<file path="config.mk">
export PLATFORM = sky130hd
export DESIGN_NAME = fpu_sequencer
export DESIGN_NICKNAME = d
export VERILOG_FILES = /design/src/rtl/fpu_pkg.sv /design/src/rtl/fpu_op_decode.sv /design/src/rtl/fpu_sequencer.sv
export SDC_FILE = /design/constraint.sdc
export NUM_CORES = 1
export LEC_CHECK = 0
export CORE_UTILIZATION = 31
export CTS_BUF_LIST = sky130_fd_sc_hd__clkbuf_4 sky130_fd_sc_hd__clkbuf_8
export CTS_CLUSTER_DIAMETER = 60
export DETAILED_ROUTE_END_ITERATION = 12
export HOLD_SLACK_MARGIN = 0.12
export PLACE_DENSITY_LB_ADDON = 0.1
export SLEW_MARGIN = 20
export SYNTH_ARGS = -nofsm -noshare
export SYNTH_HDL_FRONTEND = slang
export SYNTH_SLANG_ARGS = --single-unit
</file>
<file path="constraint.sdc">
create_clock -name Clk -period 1.6 [get_ports Clk]
set_clock_uncertainty 0.05 [all_clocks]
set_input_delay 0.24 -clock Clk [delete_from_list [all_inputs] [get_ports Clk]]
set_output_delay 0.24 -clock Clk [all_outputs]
set_load 0.01 [all_outputs]
</file>
<file path="src/rtl/fpu_pkg.sv">
// -----------------------------------------------------------------------------
// fpu_pkg
// Shared definitions for the FPU issue/sequencing logic: opcode encodings,
// default execute latencies and the sequencer state enum. Also used by the
// hazard unit through fpu_op_decode.
// -----------------------------------------------------------------------------
package fpu_pkg;

    // Opcode encodings on ReqOp / FPUCtrl; 8..15 are illegal.
    localparam logic [3:0] OP_ADD32 = 4'd0;
    localparam logic [3:0] OP_SUB32 = 4'd1;
    localparam logic [3:0] OP_MUL32 = 4'd2;
    localparam logic [3:0] OP_DIV32 = 4'd3;
    localparam logic [3:0] OP_ADD64 = 4'd4;
    localparam logic [3:0] OP_SUB64 = 4'd5;
    localparam logic [3:0] OP_MUL64 = 4'd6;
    localparam logic [3:0] OP_DIV64 = 4'd7;

    // Default execute latencies in cycles (legal range 1..32).
    localparam int unsigned DEF_LAT_ADD   = 2;
    localparam int unsigned DEF_LAT_MUL   = 4;
    localparam int unsigned DEF_LAT_DIV32 = 12;
    localparam int unsigned DEF_LAT_DIV64 = 24;

    typedef enum logic [1:0] {
        IDLE,
        EXEC,
        DONE
    } state_t;

endpackage

</file>
<file path="src/rtl/fpu_op_decode.sv">
// -----------------------------------------------------------------------------
// fpu_op_decode
// Combinational opcode decoder: reports whether an opcode is legal and its
// execute latency. Latency is returned minus one so the full 1..32 range fits
// in five bits; it is the value the sequencer loads into its down-counter.
//
// Ports:
//   op_i      in  [3:0]  opcode
//   legal_o   out        opcode is one of ADD32..DIV64
//   lat_m1_o  out [4:0]  execute latency - 1 (0 for illegal opcodes)
// -----------------------------------------------------------------------------
module fpu_op_decode
    import fpu_pkg::*;
#(
    parameter int unsigned LAT_ADD   = DEF_LAT_ADD,
    parameter int unsigned LAT_MUL   = DEF_LAT_MUL,
    parameter int unsigned LAT_DIV32 = DEF_LAT_DIV32,
    parameter int unsigned LAT_DIV64 = DEF_LAT_DIV64
) (
    input  logic [3:0] op_i,
    output logic       legal_o,
    output logic [4:0] lat_m1_o
);

    localparam logic [4:0] ADD_M1   = 5'(LAT_ADD - 1);
    localparam logic [4:0] MUL_M1   = 5'(LAT_MUL - 1);
    localparam logic [4:0] DIV32_M1 = 5'(LAT_DIV32 - 1);
    localparam logic [4:0] DIV64_M1 = 5'(LAT_DIV64 - 1);

    always_comb begin
        legal_o  = 1'b1;
        lat_m1_o = '0;
        case (op_i)
            OP_ADD32, OP_SUB32, OP_ADD64, OP_SUB64: lat_m1_o = ADD_M1;
            OP_MUL32, OP_MUL64:                     lat_m1_o = MUL_M1;
            OP_DIV32:                               lat_m1_o = DIV32_M1;
            OP_DIV64:                               lat_m1_o = DIV64_M1;
            default:                                legal_o  = 1'b0;
        endcase
    end

endmodule

</file>
<file path="src/rtl/fpu_sequencer.sv">
// -----------------------------------------------------------------------------
// fpu_sequencer
// Issue/sequencing controller for the FPU datapath. Accepts one operation at a
// time, drives the registered opcode/operands onto the FPU for an
// opcode-dependent number of cycles, captures the FPU result and presents it
// with its destination register until the consumer takes it.
//
// Ports:
//   Clk, Reset_n          clock; asynchronous active-low reset
//   ReqValid/ReqReady     request handshake (ReqReady is combinational)
//   ReqOp, ReqDest        opcode and destination register of the request
//   ReqA, ReqB            operands (32-bit ops use bits [31:0])
//   Flush                 abort any in-flight or pending operation
//   FPUCtrl, FPUBusA/B    registered opcode/operands to the FPU
//   FPUBusO               FPU result
//   RespValid/RespReady   response handshake
//   RespData, RespDest    captured result and its destination register
//   Busy                  sequencer is not idle
//   IllegalOp             one-cycle pulse after an illegal opcode was dropped
// -----------------------------------------------------------------------------
module fpu_sequencer
    import fpu_pkg::*;
#(
    parameter int unsigned LAT_ADD   = DEF_LAT_ADD,
    parameter int unsigned LAT_MUL   = DEF_LAT_MUL,
    parameter int unsigned LAT_DIV32 = DEF_LAT_DIV32,
    parameter int unsigned LAT_DIV64 = DEF_LAT_DIV64
) (
    input  logic        Clk,
    input  logic        Reset_n,
    input  logic        ReqValid,
    output logic        ReqReady,
    input  logic [3:0]  ReqOp,
    input  logic [4:0]  ReqDest,
    input  logic [63:0] ReqA,
    input  logic [63:0] ReqB,
    input  logic        Flush,
    output logic [3:0]  FPUCtrl,
    output logic [63:0] FPUBusA,
    output logic [63:0] FPUBusB,
    input  logic [63:0] FPUBusO,
    output logic        RespValid,
    input  logic        RespReady,
    output logic [63:0] RespData,
    output logic [4:0]  RespDest,
    output logic        Busy,
    output logic        IllegalOp
);

    state_t      state_q, state_d;
    logic [4:0]  cnt_q, cnt_d;
    logic [3:0]  ctrl_q, ctrl_d;
    logic [63:0] busa_q, busa_d;
    logic [63:0] busb_q, busb_d;
    logic [4:0]  dest_q, dest_d;
    logic [63:0] rdata_q, rdata_d;
    logic [4:0]  rdest_q, rdest_d;
    logic        illegal_q, illegal_d;

    logic        op_legal;
    logic [4:0]  op_lat_m1;
    logic        accept;
    logic        load;

    fpu_op_decode #(
        .LAT_ADD   (LAT_ADD),
        .LAT_MUL   (LAT_MUL),
        .LAT_DIV32 (LAT_DIV32),
        .LAT_DIV64 (LAT_DIV64)
    ) u_decode (
        .op_i     (ReqOp),
        .legal_o  (op_legal),
        .lat_m1_o (op_lat_m1)
    );

    // Ready in DONE only when the pending result drains this same cycle,
    // which gives back-to-back issue.
    assign ReqReady = !Flush && ((state_q == IDLE) || ((state_q == DONE) && RespReady));
    assign accept   = ReqValid && ReqReady;
    assign load     = accept && op_legal;

    always_comb begin
        state_d   = state_q;
        cnt_d     = cnt_q;
        ctrl_d    = ctrl_q;
        busa_d    = busa_q;
        busb_d    = busb_q;
        dest_d    = dest_q;
        rdata_d   = rdata_q;
        rdest_d   = rdest_q;
        illegal_d = accept && !op_legal;

        // Accept is already blocked by Flush, so a load never competes with it.
        if (Flush) begin
            state_d = IDLE;
        end else if (load) begin
            ctrl_d  = ReqOp;
            busa_d  = ReqA;
            busb_d  = ReqB;
            dest_d  = ReqDest;
            cnt_d   = op_lat_m1;
            state_d = EXEC;
        end else begin
            case (state_q)
                EXEC: begin
                    if (cnt_q != '0) begin
                        cnt_d = cnt_q - 5'd1;
                    end else begin
                        rdata_d = FPUBusO;
                        rdest_d = dest_q;
                        state_d = DONE;
                    end
                end
                // An illegal accept in DONE also consumes the result.
                DONE:    if (RespReady) state_d = IDLE;
                default: state_d = IDLE;
            endcase
        end
    end

    always_ff @(posedge Clk or negedge Reset_n) begin
        if (!Reset_n) begin
            state_q   <= IDLE;
            cnt_q     <= '0;
            ctrl_q    <= '0;
            busa_q    <= '0;
            busb_q    <= '0;
            dest_q    <= '0;
            rdata_q   <= '0;
            rdest_q   <= '0;
            illegal_q <= 1'b0;
        end else begin
            state_q   <= state_d;
            cnt_q     <= cnt_d;
            ctrl_q    <= ctrl_d;
            busa_q    <= busa_d;
            busb_q    <= busb_d;
            dest_q    <= dest_d;
            rdata_q   <= rdata_d;
            rdest_q   <= rdest_d;
            illegal_q <= illegal_d;
        end
    end

    assign FPUCtrl   = ctrl_q;
    assign FPUBusA   = busa_q;
    assign FPUBusB   = busb_q;
    assign RespData  = rdata_q;
    assign RespDest  = rdest_q;
    assign RespValid = (state_q == DONE);
    assign Busy      = (state_q != IDLE);
    assign IllegalOp = illegal_q;

endmodule

</file>
==> flow_summary.ini <==
[synth]
syn_area_per_cell_um2 = 16.7
ys_top_cells_by_area = dfrtp_1 (66%), mux2_2 (27%), mux2_4 (1.9%), buf_2 (1.2%), inv_1 (0.32%)
synth_ff_type = dfrtp_1
syn_area_mm2 = 0.00810
synth_seq_cells = 214
synth_cell_types = 28
ys_warn_count = 0
synth_top_cell_by_area = dfrtp_1
synth_seq_area_share_pct = 66.1
synth_cells = 484
synth_edf_count = 0
syn_nets = 691
yosys.area.top_type_share_pct = 66.1
synth-async-reset-ratio_pct = 100

[clocking]
clockBufferDepth = 3
cts_tree = built
cts_sinks = 214
cts_buffers = 40
insertion_delay_ns = 0.52
cts_max_level = 2
clk_pin_slew_worst_paths_ns = 0.06
root_buffer = clkbuf_8

[global_route]
gr-max-usage-layer = met2
grt_max_degree = 49
grtUsageMet3_pct = 7.39
gr-total-overflow = 0
grtUsageMet1_pct = 19.3
grt_pass1_vias = 6722
met2_usage_pct = 32.4
grt_usage_pct = 18.1
antenna_found_initial = 0
grt_first_pass_wirelength_um = 37100

[critical_path]
worst-path-max-fanout = 8
path_class = flip-flop to flip-flop
crit_path_end_kind = flip-flop
r2r_slack_ns = -0.19
reg2reg_depth = 7
r2r_end = RespData[14]$_DFFE_PN0P_
startpoint_type = flip-flop
timing.rr.start = cnt_q[0]$_DFFE_PN0P_
arrival_ns = 2.14
cp.required_ns = 1.95

[placement]
numPortBuffers = 410
dp_hpwl_um = 17700
placed_cell_area_mm2 = 0.0128
place_congestion = 0.758

[floorplan]
start_util_pct = 31.9
num_io_pins = 411
die_w_um = 164
std_cell_rows = 58
die_y_um = 164
core_area_mm2 = 0.0254
dieArea_mm2 = 0.0268

[route]
via_per_inst = 4.45
drt-total-wl_um = 26000
drt_iter0_drc = 204
wl_per_cell_um = 19.5
dr.pass1.iters = 4
ant_nets = 0
vias = 5935
drc_errors = 0

[final_layout]
nets = 1186
final_common_cell = dfrtp_1
fillCellCount = 2145
seq_area_mm2 = 0.00536
diodes = 0
final_cell_mix = dfrtp_1 (213), clkdlybuf4s50_1 (204), dlygate4sd2_1 (202)
syn2layout_area_growth_pct = 76.0
postLayoutCellArea_mm2 = 0.0143
multiInputGateArea_mm2 = 0.00267
postLayoutCoreUtil_pct = 56.1
layout-drive-gt1-share_pct = 35.8

[sta]
worst_slack_ns = -0.190
fin_crit_ns = 1.79
slew_headroom_pct = 71.1
finalCritPeriodShare_pct = 112
rsz0062_at_grt = yes
hold_viol_final = 0
setup_viol = 187
drv_slew = 0
tightest_slew_ns = 0.433
max_freq_mhz = 559

[pwr]
ir_drop_mv = 0.668
power_density_mw_per_mm2 = 1270
p_leak_uw = 0.00701

[status]
status = complete, but fails checks
violations = negative setup slack

[run]
maxCapViolCount = 0

[worst_hold_path]
hold_class = input port to asynchronous set/reset pin
cells in the mapped netlist, drive strengths merged (2+ instances only):
cell type,instances
mux2,205
nand2,3
nand3,2
nand2b,2
inv,7
o41ai,2
and2,4
nor2,4
nor3,2
dfrtp,214
buf,22
mux2i,2
o21ai,3
timing repair:
item                                   CTS  global route
endpoints found under the hold margin  214             0
buffers inserted                         6            13
gates resized for setup                222            59
setup endpoints to repair              280           209
hold buffers                             1             0
pin swaps                                1             7
gates cloned                             5            14
final cells by class:
cell class                      instances  share of cell area [%]
Multi-Input combinational cell        240                    18.7
Inverter                                7                   0.202
Timing Repair Buffer                  476                    34.7
Tap cell                              330                    2.90
Sequential cell                       214                    37.6
Clock inverter                          5                   0.386
Clock buffer                           63                    5.47
flip-flops by register name, indices dropped and copies added (netlist names):
signal,cells
FPUCtrl,4
RespDest,5
state_q,2
FPUBusA,64
dest_q,5
IllegalOp,1
FPUBusB,64
cnt_q,5
RespData,64
metrics by stage:
stage                     setup TNS, ns  hold WS, ns  power [uW]  setup slack, ns  std cells
after floorplan                   -1.12       -0.106        9590           -0.109        484
after global placement           -64.77        0.155       13400           -0.394       1231
after detailed placement         -64.76        0.164       13500           -0.372       1231
after CTS                        -15.19        0.169       18300           -0.225       1311
after global routing             -32.43        0.190       19200           -0.252       1335
final                            -16.61        0.170       18200           -0.190       1335
critical path, cell delays in order, from the launching register on:
cell	delay [ns]
dfrtp_1	0.38
inv_1	0.06
ha_2	0.17
nor4b_4	0.26
nand2_4	0.13
buf_12	0.18
clkbuf_16	0.17
mux2_2	0.27
cell families (layout without fill, tap and decap cells):
kind of cell	after synthesis	count (layout)	share of synthesized area, %
AND/OR/NAND/NOR	22	22	1.78
flip-flops	214	214	66.1
AO/OA/AOI/OAI	10	10	0.880
adder cells (fa/ha/maj)	1	1	0.154
buffers and inverters	30	551	1.88
multiplexers	207	207	29.2
metal layers:
| metal | wire, um | part of all wire [%] | up-vias |
|---|---|---|---|
| met5 | 0 | 0 | - |
| met4 | 555 | 2.1 | 0 |
| met3 | 2690 | 10 | 43 |
| met2 | 13400 | 52 | 292 |
| met1 | 9330 | 36 | 2893 |
| li1 | - | - | 2707 |
report_power, final:
group	switching [uW]	internal, uW
logic	2190	3040
clock network	2230	3230
registers	679	6780
worst max path at each step:
stage,startpoint,slack (ns),to,cells after the start
finish,cnt_q[0]$_DFFE_PN0P_,-0.19,RespData[14]$_DFFE_PN0P_,7
CTS,cnt_q[0]$_DFFE_PN0P_,-0.23,RespData[6]$_DFFE_PN0P_,6
global route,cnt_q[0]$_DFFE_PN0P_,-0.25,RespData[60]$_DFFE_PN0P_,7
floorplan,cnt_q[0]$_DFFE_PN0P_,-0.11,RespData[53]$_DFFE_PN0P_,7
detailed placement,Flush,-0.37,cnt_q[3]$_DFFE_PN0P_,7
global placement,Flush,-0.39,cnt_q[3]$_DFFE_PN0P_,7
(Power assumes the default switching activity.)
